File: src/rtl/axis_packet_source_if.sv
// ----------------------------------------------------------------------------
// axis_packet_source_if
//   AXI-Stream link carried from the packet source to a downstream slave.
//
//   Parameters
//     DATA_W    width of m_tdata
//
//   Signals
//     m_tvalid  master -> slave  beat valid
//     m_tdata   master -> slave  beat payload
//     m_tlast   master -> slave  final beat of the packet
//     m_tready  slave -> master  downstream can accept the beat
//
//   Modports
//     master    used by axis_packet_source
//     slave     used by the consumer of the stream
// ----------------------------------------------------------------------------
interface axis_packet_source_if #(
    parameter int DATA_W = 8
) ();
    logic              m_tvalid;
    logic [DATA_W-1:0] m_tdata;
    logic              m_tlast;
    logic              m_tready;

    modport master (
        output m_tvalid,
        output m_tdata,
        output m_tlast,
        input  m_tready
    );

    modport slave (
        input  m_tvalid,
        input  m_tdata,
        input  m_tlast,
        output m_tready
    );
endinterface

File: src/rtl/axis_packet_source.sv
// ----------------------------------------------------------------------------
// axis_packet_source
//   AXI-Stream master packet generator. A start request in IDLE launches one
//   packet of pkt_len beats carrying an incrementing data count (the count
//   carries on across packets and wraps at 2**DATA_W). m_tlast marks the
//   final beat. Backpressure through m_tready is fully honoured. After each
//   packet an optional idle gap of GAP_CYCLES cycles is inserted before a
//   new start can be accepted.
//
//   Parameters
//     DATA_W      width of m_tdata and of the data counter
//     LEN_W       width of pkt_len (max packet 2**LEN_W-1 beats)
//     GAP_CYCLES  idle cycles after each packet (0 = straight back to IDLE)
//
//   Ports
//     clk        clock, all logic on the rising edge
//     rst        asynchronous active-low reset
//     start      packet request, sampled only in IDLE
//     pkt_len    packet length in beats, latched with an accepted start
//     busy       high from the cycle after an accepted start to end of gap
//     done       one-cycle pulse in the cycle after the last-beat handshake
//     m_axis     AXI-Stream master (m_tvalid/m_tdata/m_tlast out, m_tready in)
//     pkt_count  completed-packet counter, present only when the macro
//                AXIS_SRC_PKT_CNT_EN is defined
//
//   Build option
//     AXIS_SRC_PKT_CNT_EN  adds the 16-bit pkt_count output and its counter
// ----------------------------------------------------------------------------
module axis_packet_source #(
    parameter int DATA_W     = 8,
    parameter int LEN_W      = 8,
    parameter int GAP_CYCLES = 2
) (
    input  logic                 clk,
    input  logic                 rst,
    input  logic                 start,
    input  logic [LEN_W-1:0]     pkt_len,
    output logic                 busy,
    output logic                 done,
    axis_packet_source_if.master m_axis
`ifdef AXIS_SRC_PKT_CNT_EN
    ,
    output logic [15:0]          pkt_count
`endif
);

    // Gap counter only has to reach GAP_CYCLES-1; keep it at least one bit
    // wide so the declaration stays legal when the gap is disabled.
    localparam int GAP_W = (GAP_CYCLES > 2) ? $clog2(GAP_CYCLES) : 1;
    localparam logic [GAP_W-1:0] GAP_LAST = GAP_W'((GAP_CYCLES > 0) ? GAP_CYCLES - 1 : 0);

    typedef enum logic [1:0] {
        IDLE = 2'd0,
        SEND = 2'd1,
        GAP  = 2'd2
    } state_t;

    state_t             state_reg,  state_next;
    logic [LEN_W-1:0]   len_reg,    len_next;
    logic [LEN_W-1:0]   beat_reg,   beat_next;
    logic [DATA_W-1:0]  data_reg,   data_next;
    logic [GAP_W-1:0]   gap_reg,    gap_next;
    logic               tvalid_reg, tvalid_next;
    logic               tlast_reg,  tlast_next;
    logic               busy_reg,   busy_next;
    logic               done_reg,   done_next;
`ifdef AXIS_SRC_PKT_CNT_EN
    logic [15:0]        cnt_reg,    cnt_next;
`endif

    logic               handshake;
    logic [LEN_W-1:0]   len_m1;
    logic [LEN_W-1:0]   beat_inc;

    assign handshake = tvalid_reg && m_axis.m_tready;
    assign len_m1    = len_reg - 1'b1;
    assign beat_inc  = beat_reg + 1'b1;

    // ------------------------------------------------------------------
    // State and output registers
    // ------------------------------------------------------------------
    always_ff @(posedge clk or negedge rst) begin
        if (!rst) begin
            state_reg  <= IDLE;
            len_reg    <= '0;
            beat_reg   <= '0;
            data_reg   <= '0;
            gap_reg    <= '0;
            tvalid_reg <= 1'b0;
            tlast_reg  <= 1'b0;
            busy_reg   <= 1'b0;
            done_reg   <= 1'b0;
`ifdef AXIS_SRC_PKT_CNT_EN
            cnt_reg    <= '0;
`endif
        end else begin
            state_reg  <= state_next;
            len_reg    <= len_next;
            beat_reg   <= beat_next;
            data_reg   <= data_next;
            gap_reg    <= gap_next;
            tvalid_reg <= tvalid_next;
            tlast_reg  <= tlast_next;
            busy_reg   <= busy_next;
            done_reg   <= done_next;
`ifdef AXIS_SRC_PKT_CNT_EN
            cnt_reg    <= cnt_next;
`endif
        end
    end

    // ------------------------------------------------------------------
    // Next-state and next-output logic
    // ------------------------------------------------------------------
    always_comb begin
        state_next  = state_reg;
        len_next    = len_reg;
        beat_next   = beat_reg;
        data_next   = data_reg;
        gap_next    = gap_reg;
        tvalid_next = tvalid_reg;
        tlast_next  = tlast_reg;
        busy_next   = busy_reg;
        done_next   = 1'b0;
`ifdef AXIS_SRC_PKT_CNT_EN
        cnt_next    = cnt_reg;
`endif

        case (state_reg)
            IDLE: begin
                // A zero-length request is dropped without any side effect.
                if (start && (pkt_len != '0)) begin
                    state_next  = SEND;
                    len_next    = pkt_len;
                    beat_next   = '0;
                    tvalid_next = 1'b1;
                    tlast_next  = (pkt_len == LEN_W'(1));
                    busy_next   = 1'b1;
                end
            end

            SEND: begin
                // Without a handshake every output simply holds its value.
                if (handshake) begin
                    data_next = data_reg + 1'b1;
                    if (tlast_reg) begin
                        tvalid_next = 1'b0;
                        tlast_next  = 1'b0;
                        done_next   = 1'b1;
`ifdef AXIS_SRC_PKT_CNT_EN
                        cnt_next    = cnt_reg + 16'd1;
`endif
                        if (GAP_CYCLES > 0) begin
                            state_next = GAP;
                            gap_next   = '0;
                        end else begin
                            state_next = IDLE;
                            busy_next  = 1'b0;
                        end
                    end else begin
                        beat_next  = beat_inc;
                        // Registered tlast: raise it for the beat that follows.
                        tlast_next = (beat_inc == len_m1);
                    end
                end
            end

            GAP: begin
                if (gap_reg == GAP_LAST) begin
                    state_next = IDLE;
                    busy_next  = 1'b0;
                end else begin
                    gap_next = gap_reg + 1'b1;
                end
            end

            default: begin
                state_next  = IDLE;
                tvalid_next = 1'b0;
                tlast_next  = 1'b0;
                busy_next   = 1'b0;
            end
        endcase
    end

    assign m_axis.m_tvalid = tvalid_reg;
    assign m_axis.m_tdata  = data_reg;
    assign m_axis.m_tlast  = tlast_reg;
    assign busy            = busy_reg;
    assign done            = done_reg;
`ifdef AXIS_SRC_PKT_CNT_EN
    assign pkt_count       = cnt_reg;
`endif

endmodule

File: src/flat_wrapper.sv
// flat-port wrapper written by rule: the top's interface ports become plain ports
module axis_packet_source_flat 
#(
    parameter int DATA_W     = 8,
    parameter int LEN_W      = 8,
    parameter int GAP_CYCLES = 2
)
  (clk, rst, start, pkt_len, busy, done, m_axis_m_tvalid, m_axis_m_tdata, m_axis_m_tlast, m_axis_m_tready);
  axis_packet_source_if #(.DATA_W(DATA_W)) m_axis_i ();
  input  logic clk;
  input  logic rst;
  input  logic start;
  input  logic [LEN_W-1:0] pkt_len;
  output logic busy;
  output logic done;
  output wire logic [$bits(m_axis_i.m_tvalid)-1:0] m_axis_m_tvalid;
  output wire logic [$bits(m_axis_i.m_tdata)-1:0] m_axis_m_tdata;
  output wire logic [$bits(m_axis_i.m_tlast)-1:0] m_axis_m_tlast;
  input wire logic [$bits(m_axis_i.m_tready)-1:0] m_axis_m_tready;
  assign m_axis_m_tvalid = m_axis_i.m_tvalid;
  assign m_axis_m_tdata = m_axis_i.m_tdata;
  assign m_axis_m_tlast = m_axis_i.m_tlast;
  assign m_axis_i.m_tready = m_axis_m_tready;
  axis_packet_source #(.DATA_W(DATA_W), .LEN_W(LEN_W), .GAP_CYCLES(GAP_CYCLES)) u_core (.clk(clk), .rst(rst), .start(start), .pkt_len(pkt_len), .busy(busy), .done(done), .m_axis(m_axis_i));
endmodule
File: config.mk
export PLATFORM = sky130hd
export DESIGN_NAME = axis_packet_source_flat
export DESIGN_NICKNAME = d
export VERILOG_FILES = /design/src/rtl/axis_packet_source_if.sv /design/src/rtl/axis_packet_source.sv /design/src/flat_wrapper.sv
export SDC_FILE = /design/constraint.sdc
export NUM_CORES = 1
export LEC_CHECK = 0
export CORE_UTILIZATION = 30
export CTS_CLUSTER_SIZE = 25
export DETAILED_ROUTE_END_ITERATION = 10
export HOLD_SLACK_MARGIN = 0.05
export PLACE_DENSITY = 0.52
export SYNTH_ARGS = -nofsm -noshare
export SYNTH_HDL_FRONTEND = slang
export SYNTH_SLANG_ARGS = --single-unit
File: constraint.sdc
create_clock -name clk -period 2 [get_ports clk]
set_input_delay 0.4 -clock clk [delete_from_list [all_inputs] [get_ports clk]]
set_output_delay 0.4 -clock clk [all_outputs]
set_load 0.01 [all_outputs]
==> out/qor.csv, run 1 <==
metric,value,unit
status,completed,
totalPowerFinal,1.31,mW
skew,10.0,ps
required,2180,ps
timing.rr.start,u_core.state_reg[1],
cts_tree,yes,
path_buf_inv,1,
grt-ovfl-total,0,
drv_cap,0,
fp.dieH,79.0,um
cts_inserted_buffers,5,
yosysUniqueCellTypes,41,
r2r_end,u_core.beat_reg[5],
ios,24,
die_area,6250,um2
syn_to_final_growth,31.4,%
die_w,79.0,um
fill_cells,583,
dr.pass1.iters,4,
cts_sinks,31,
syn_inst,165,
cp_slowest_stage_delay,460,ps
synth_top_area_share,43.6,%
layout.cells.non_filler,286,
worstSetupStartpointType,primary input,
yosysMostFrequentCell,dfrtp_1,
synth_edf_count,0,
cp_top_family,simple AND/OR/NAND/NOR gates,
worstMarginPinSlew,416,ps
crit_type,in -> reg,
r2r_cells,8,
ys_seq_elements,31,
initial_core_util,31.7,%
synth_commonest_cells,"dfrtp_1, nand2_1, xnor2_1",
critPathMaxFanout,3,
grt.total_usage,14.1,%
grt_pass1_vias,1469,
hold_class,reg -> reg,
dp.final_hpwl,2830,um
synth_ff_type,dfrtp_1,
dr.first_iter.drc_count,72,
maxSlewViolCount,0,
min_to,u_core.m_axis.m_tdata[7],
setup_viol,0,
path_cells,"clkdlybuf4s50_1, nor4_4, a31o_2, a21oi_1, and2_1, mux2_1",
nNetsFinal,231,
synth.yosys.seq_area_share,43.6,%
layout-drive-gt1-share,20.6,%
drc,0,
antenna_found_initial,0,
vias,1396,
ys_top_cells_by_area,"dfrtp_1, xnor2_1, mux2_2",
grt_pass1_wl,6700,um
min_period,1870,ps
fmax,0.535,GHz
placementRows,27,
cts-htree-levels,2,
endpoint_kind,flop,
core_area,5610,um2
cts_buffer_depth,2,
placed_cells,277,
finalCritPeriodShare,93.4,%
path_clk_slew,70,ps
worstHoldStart,u_core.m_axis.m_tdata[7],
insertion_delay,290,ps
finalWeightedCongestion,0.761,
powerDensity,559,nW/um2
vdd_drop_max,0.268,mV
wire_per_inst,13.2,um
root_buffer,clkbuf_8,
crit_slowest_cell,clkdlybuf4s50_1,
hold_buffers,0,
ant_nets,0,
io_buffer_count,23,
r2r_slack,140,ps
synth_area,1780,um2
grt_max_degree,32,
synth_area_leader_cell,dfrtp_1,
syn_nets,183,
avgSynthCellArea,10.8,um2
fin_hold_ws,478,ps
hold_viol,0,
avgViaCountPerCell,4.88,
hold_depth,1,
diodes,0,
rsz0062_at_grt,no,
relSlewSlack,72.3,%
yosysWarningCount,0,
async_flop_share,100,%
critPathArrivalTime,2050,ps
wirelength,3770,um
static-leakage-power,1.09,nW
## cells in the final DEF, fill, tap and decap left out, types with 3 or more instances in the layout
cell / n
xnor2_1: 15
nand4_1: 7
and2_1: 3
nor2_1: 9
o21ai_0: 5
and3_1: 5
clkbuf_8: 7
xor2_1: 6
a21o_1: 5
clkdlybuf4s50_1: 23
inv_1: 7
nand2_1: 18
buf_4: 20
dfrtp_1: 31
a22o_1: 3
nand3_1: 3
mux2_2: 9
ha_1: 6
## cell families (layout without fill, tap and decap cells)
kind of cell               count (synthesis)  count (layout)  synth area share [%]
xor gates and xnor gates                  23              23                  12.9
DFF                                       31              31                  43.6
AOI/OAI and AO/OA                         23              23                  10.8
and+or+nand+nor                           59              59                  18.1
adders and majority gates                  6               6                  4.22
muxes                                     13              13                  8.08
buffers and inverters                     10              59                  2.32
## layout make-up
type / instances / area (um2) / share of cell area, %
inverters: 8 / 30.0 / 1.28
repair buffers: 43 / 380 / 16.3
clock buffers: 8 / 100 / 4.28
well taps: 72 / 90.1 / 3.85
multi-input cells: 124 / 963 / 41.2
flip-flops and latches: 31 / 776 / 33.2
## worst max path at each step
stage	start	endpoint	slack, ps	cells past startpoint
6_report	pkt_len[6]	u_core.busy	130	6
5_1_grt	u_core.state_reg[1]	u_core.beat_reg[5]	20	8
4_1_cts	pkt_len[5]	u_core.busy	40	6
3_5_place_dp	pkt_len[5]	u_core.busy	-270	6
3_3_place_gp	pkt_len[5]	u_core.busy	-230	6
2_1_floorplan	u_core.len_reg[0]	u_core.m_axis.m_tlast	250	5
## power by group
group | total [mW] | switching [mW] | internal (mW)
Combinational | 0.106 | 0.0469 | 0.0590
Clock | 0.556 | 0.242 | 0.314
Sequential | 0.645 | 0.00883 | 0.636
Total | 1.31 | 0.298 | 1.01
## layer usage
| metal | global-route usage (%) | up-vias | part of all wire, % | wire (um) |
|---|---|---|---|---|
| met1 | 16.3 | 679 | 44 | 1670 |
| met5 | 0 | - | 0 | 0 |
| li1 | - | 684 | - | - |
| met3 | 3.56 | 8 | 4.0 | 150 |
| met2 | 23.9 | 25 | 50 | 1870 |
| met4 | 7.45 | 0 | 2.1 | 79 |
## metrics by stage
| stage | worst slack (ps) | util [%] | area (um2) | TNS, ps |
|---|---|---|---|---|
| finish | 131 | 41.7 | 2340 | 0 |
| global route | 20.4 | 41.7 | 2340 | 0 |
| CTS | 43.4 | 41.6 | 2330 | 0 |
| detailed placement | -269 | 39.8 | 2230 | -2480 |
| global placement | -229 | 39.8 | 2230 | -1800 |
| floorplan | 247 | - | 1780 | 0 |
## repair_timing
action                                  in CTS  in global routing
setup buffers                                0                  1
gates resized for setup                      0                  0
endpoints found under the setup margin       0                  1
## worst register-to-register path, stage by stage (launching register included)
cell       delay [ps]
dfrtp_1           400
inv_1              90
ha_1              260
nand2b_1          130
a2bb2oi_1         150
a21o_1            180
buf_4             160
a21o_1            160
a22o_1            220
(Power assumes the default switching activity.)
==> run 2, diff against run 1 <==
RECOVER_POWER = 50   (was unset)
==> run 2 against run 1 <==
  * Critical path depth is the same
  * Sequential share of layout area grew 0.089 points
  * Non-clock buffer count is the same
  * Final cell count is the same
  * Sequential cell count is the same
  * Design area shrank 0.27%
==> out/qor.csv, run 2 (synthesized netlist as in run 1, its figures left out) <==
metric,value,unit
status,completed,
cts_buffer_depth,2,
powerDensity,560,nW/um2
r2r_end,u_core.beat_reg[5],
required,2180,ps
initial_core_util,31.7,%
diodes,0,
maxSlewViolCount,0,
seqCellArea,776,um2
grt_pass1_vias,1469,
die_area,6250,um2
layout_common_cells,"dfrtp_1, clkdlybuf4s50_1, nand2_1, buf_4, xnor2_1",
cts_resized,0,
hold_viol,0,
dr.pass1.iters,4,
worstSetupStartpointType,primary input,
crit_type,in -> reg,
drv_cap,0,
cts-htree-levels,2,
worstMarginPinSlew,814,ps
vias,1398,
fill_cells,586,
timing.rr.start,u_core.state_reg[1],
grt.total_usage,14.1,%
endpoint_kind,flop,
root_buffer,clkbuf_8,
relSlewSlack,45.7,%
fp.dieH,79.0,um
layout-drive-gt1-share,20.1,%
skew,10.2,ps
crit_start,pkt_len[6],
final_common_cell,dfrtp_1,
vdd_drop_max,0.268,mV
grt_pass1_wl,6700,um
wire_per_inst,13.2,um
r2r_slack,130,ps
min_period,1870,ps
dr.first_iter.drc_count,72,
setup_viol,0,
io_buffer_count,23,
critPathMaxFanout,3,
r2r_cells,8,
finalCritPeriodShare,93.4,%
ant_nets,0,
ios,24,
static-leakage-power,1.09,nW
grt_max_degree,32,
core_area,5610,um2
syn_to_final_growth,31.1,%
cts_tree,yes,
fmax,0.535,GHz
insertion_delay,290,ps
critPathArrivalTime,2050,ps
placementRows,27,
grt-ovfl-total,0,
wirelength,3770,um
path_clk_slew,70,ps
drc,0,
multi_input_area,963,um2
nNetsFinal,231,
tns,0,ps
cts_sinks,31,
finalWeightedCongestion,0.761,
hold_class,reg -> reg,
avgViaCountPerCell,4.89,
antenna_found_initial,0,
hold_buffers,0,
cts_inserted_buffers,5,
endpoint,u_core.busy,
dp.final_hpwl,2830,um
rsz0062_at_grt,no,
layout.cells.non_filler,286,
die_w,79.0,um
placed_cells,277,
run 2: cell types whose count changed in the layout (fill, tap and decap cells not counted):
cell and delta:
buf_4 -2, clkbuf_2 +1, dlygate4sd3_1 +4, clkbuf_1 +1
clkdlybuf4s50_1 -4
run 2: final cells by class:
| type | instances | share of cell area (%) |
|---|---|---|
| Tap cell | 72 | 3.86 |
| Clock buffer | 8 | 4.29 |
| Multi-Input combinational cell | 124 | 41.3 |
| Inverter | 8 | 1.29 |
| Sequential cell | 31 | 33.2 |
| Timing Repair Buffer | 43 | 16.0 |
run 2: stage by stage:
step / hold WS (ps) / power (mW) / utilization, % / setup WS [ps] / cell area [um2]
after floorplan: 104 / 0.704 / - / 247 / 1780
after global placement: 466 / 0.762 / 39.8 / -229 / 2230
after CTS: 487 / 1.33 / 41.6 / 43.4 / 2330
after global routing: 496 / 1.37 / 41.6 / 20.4 / 2330
after detailed placement: 473 / 0.765 / 39.8 / -269 / 2230
final: 473 / 1.31 / 41.6 / 131 / 2330
run 2: worst min path at each step:
stage,from,endpoint,cells past startpoint
final,u_core.m_axis.m_tdata[7],u_core.m_axis.m_tdata[7],1
after global routing,u_core.m_axis.m_tdata[7],u_core.m_axis.m_tdata[7],1
after CTS,u_core.m_axis.m_tdata[7],u_core.m_axis.m_tdata[7],1
after detailed placement,u_core.m_axis.m_tdata[7],u_core.m_axis.m_tdata[7],1
after global placement,u_core.m_axis.m_tdata[7],u_core.m_axis.m_tdata[7],1
after floorplan,rst,u_core.beat_reg[0],0
run 2: power by group:
part	switching [mW]	total [mW]	internal, mW
Combinational	0.0469	0.105	0.0580
Sequential	0.00883	0.645	0.636
Clock	0.242	0.556	0.314
run 2: what timing repair did:
item | 4_1_cts | 5_1_grt
endpoints found under the hold margin | 0 | 0
buffers inserted | 0 | 1
setup endpoints to repair | 0 | 1
run 2: critical path, stage by stage:
cell and delay [ps]:
clkdlybuf4s50_1 460, nor4_4 350, a31o_2 250, a21oi_1 90
and2_1 190, mux2_1 310
run 2: layer usage:
layer / global-route usage (%) / share of wire [%] / up-vias
met1: 16.3 / 44 / 681
met5: 0 / 0 / -
met4: 7.45 / 2.1 / 0
met2: 23.9 / 50 / 25
met3: 3.56 / 4.0 / 8
li1: - / - / 684
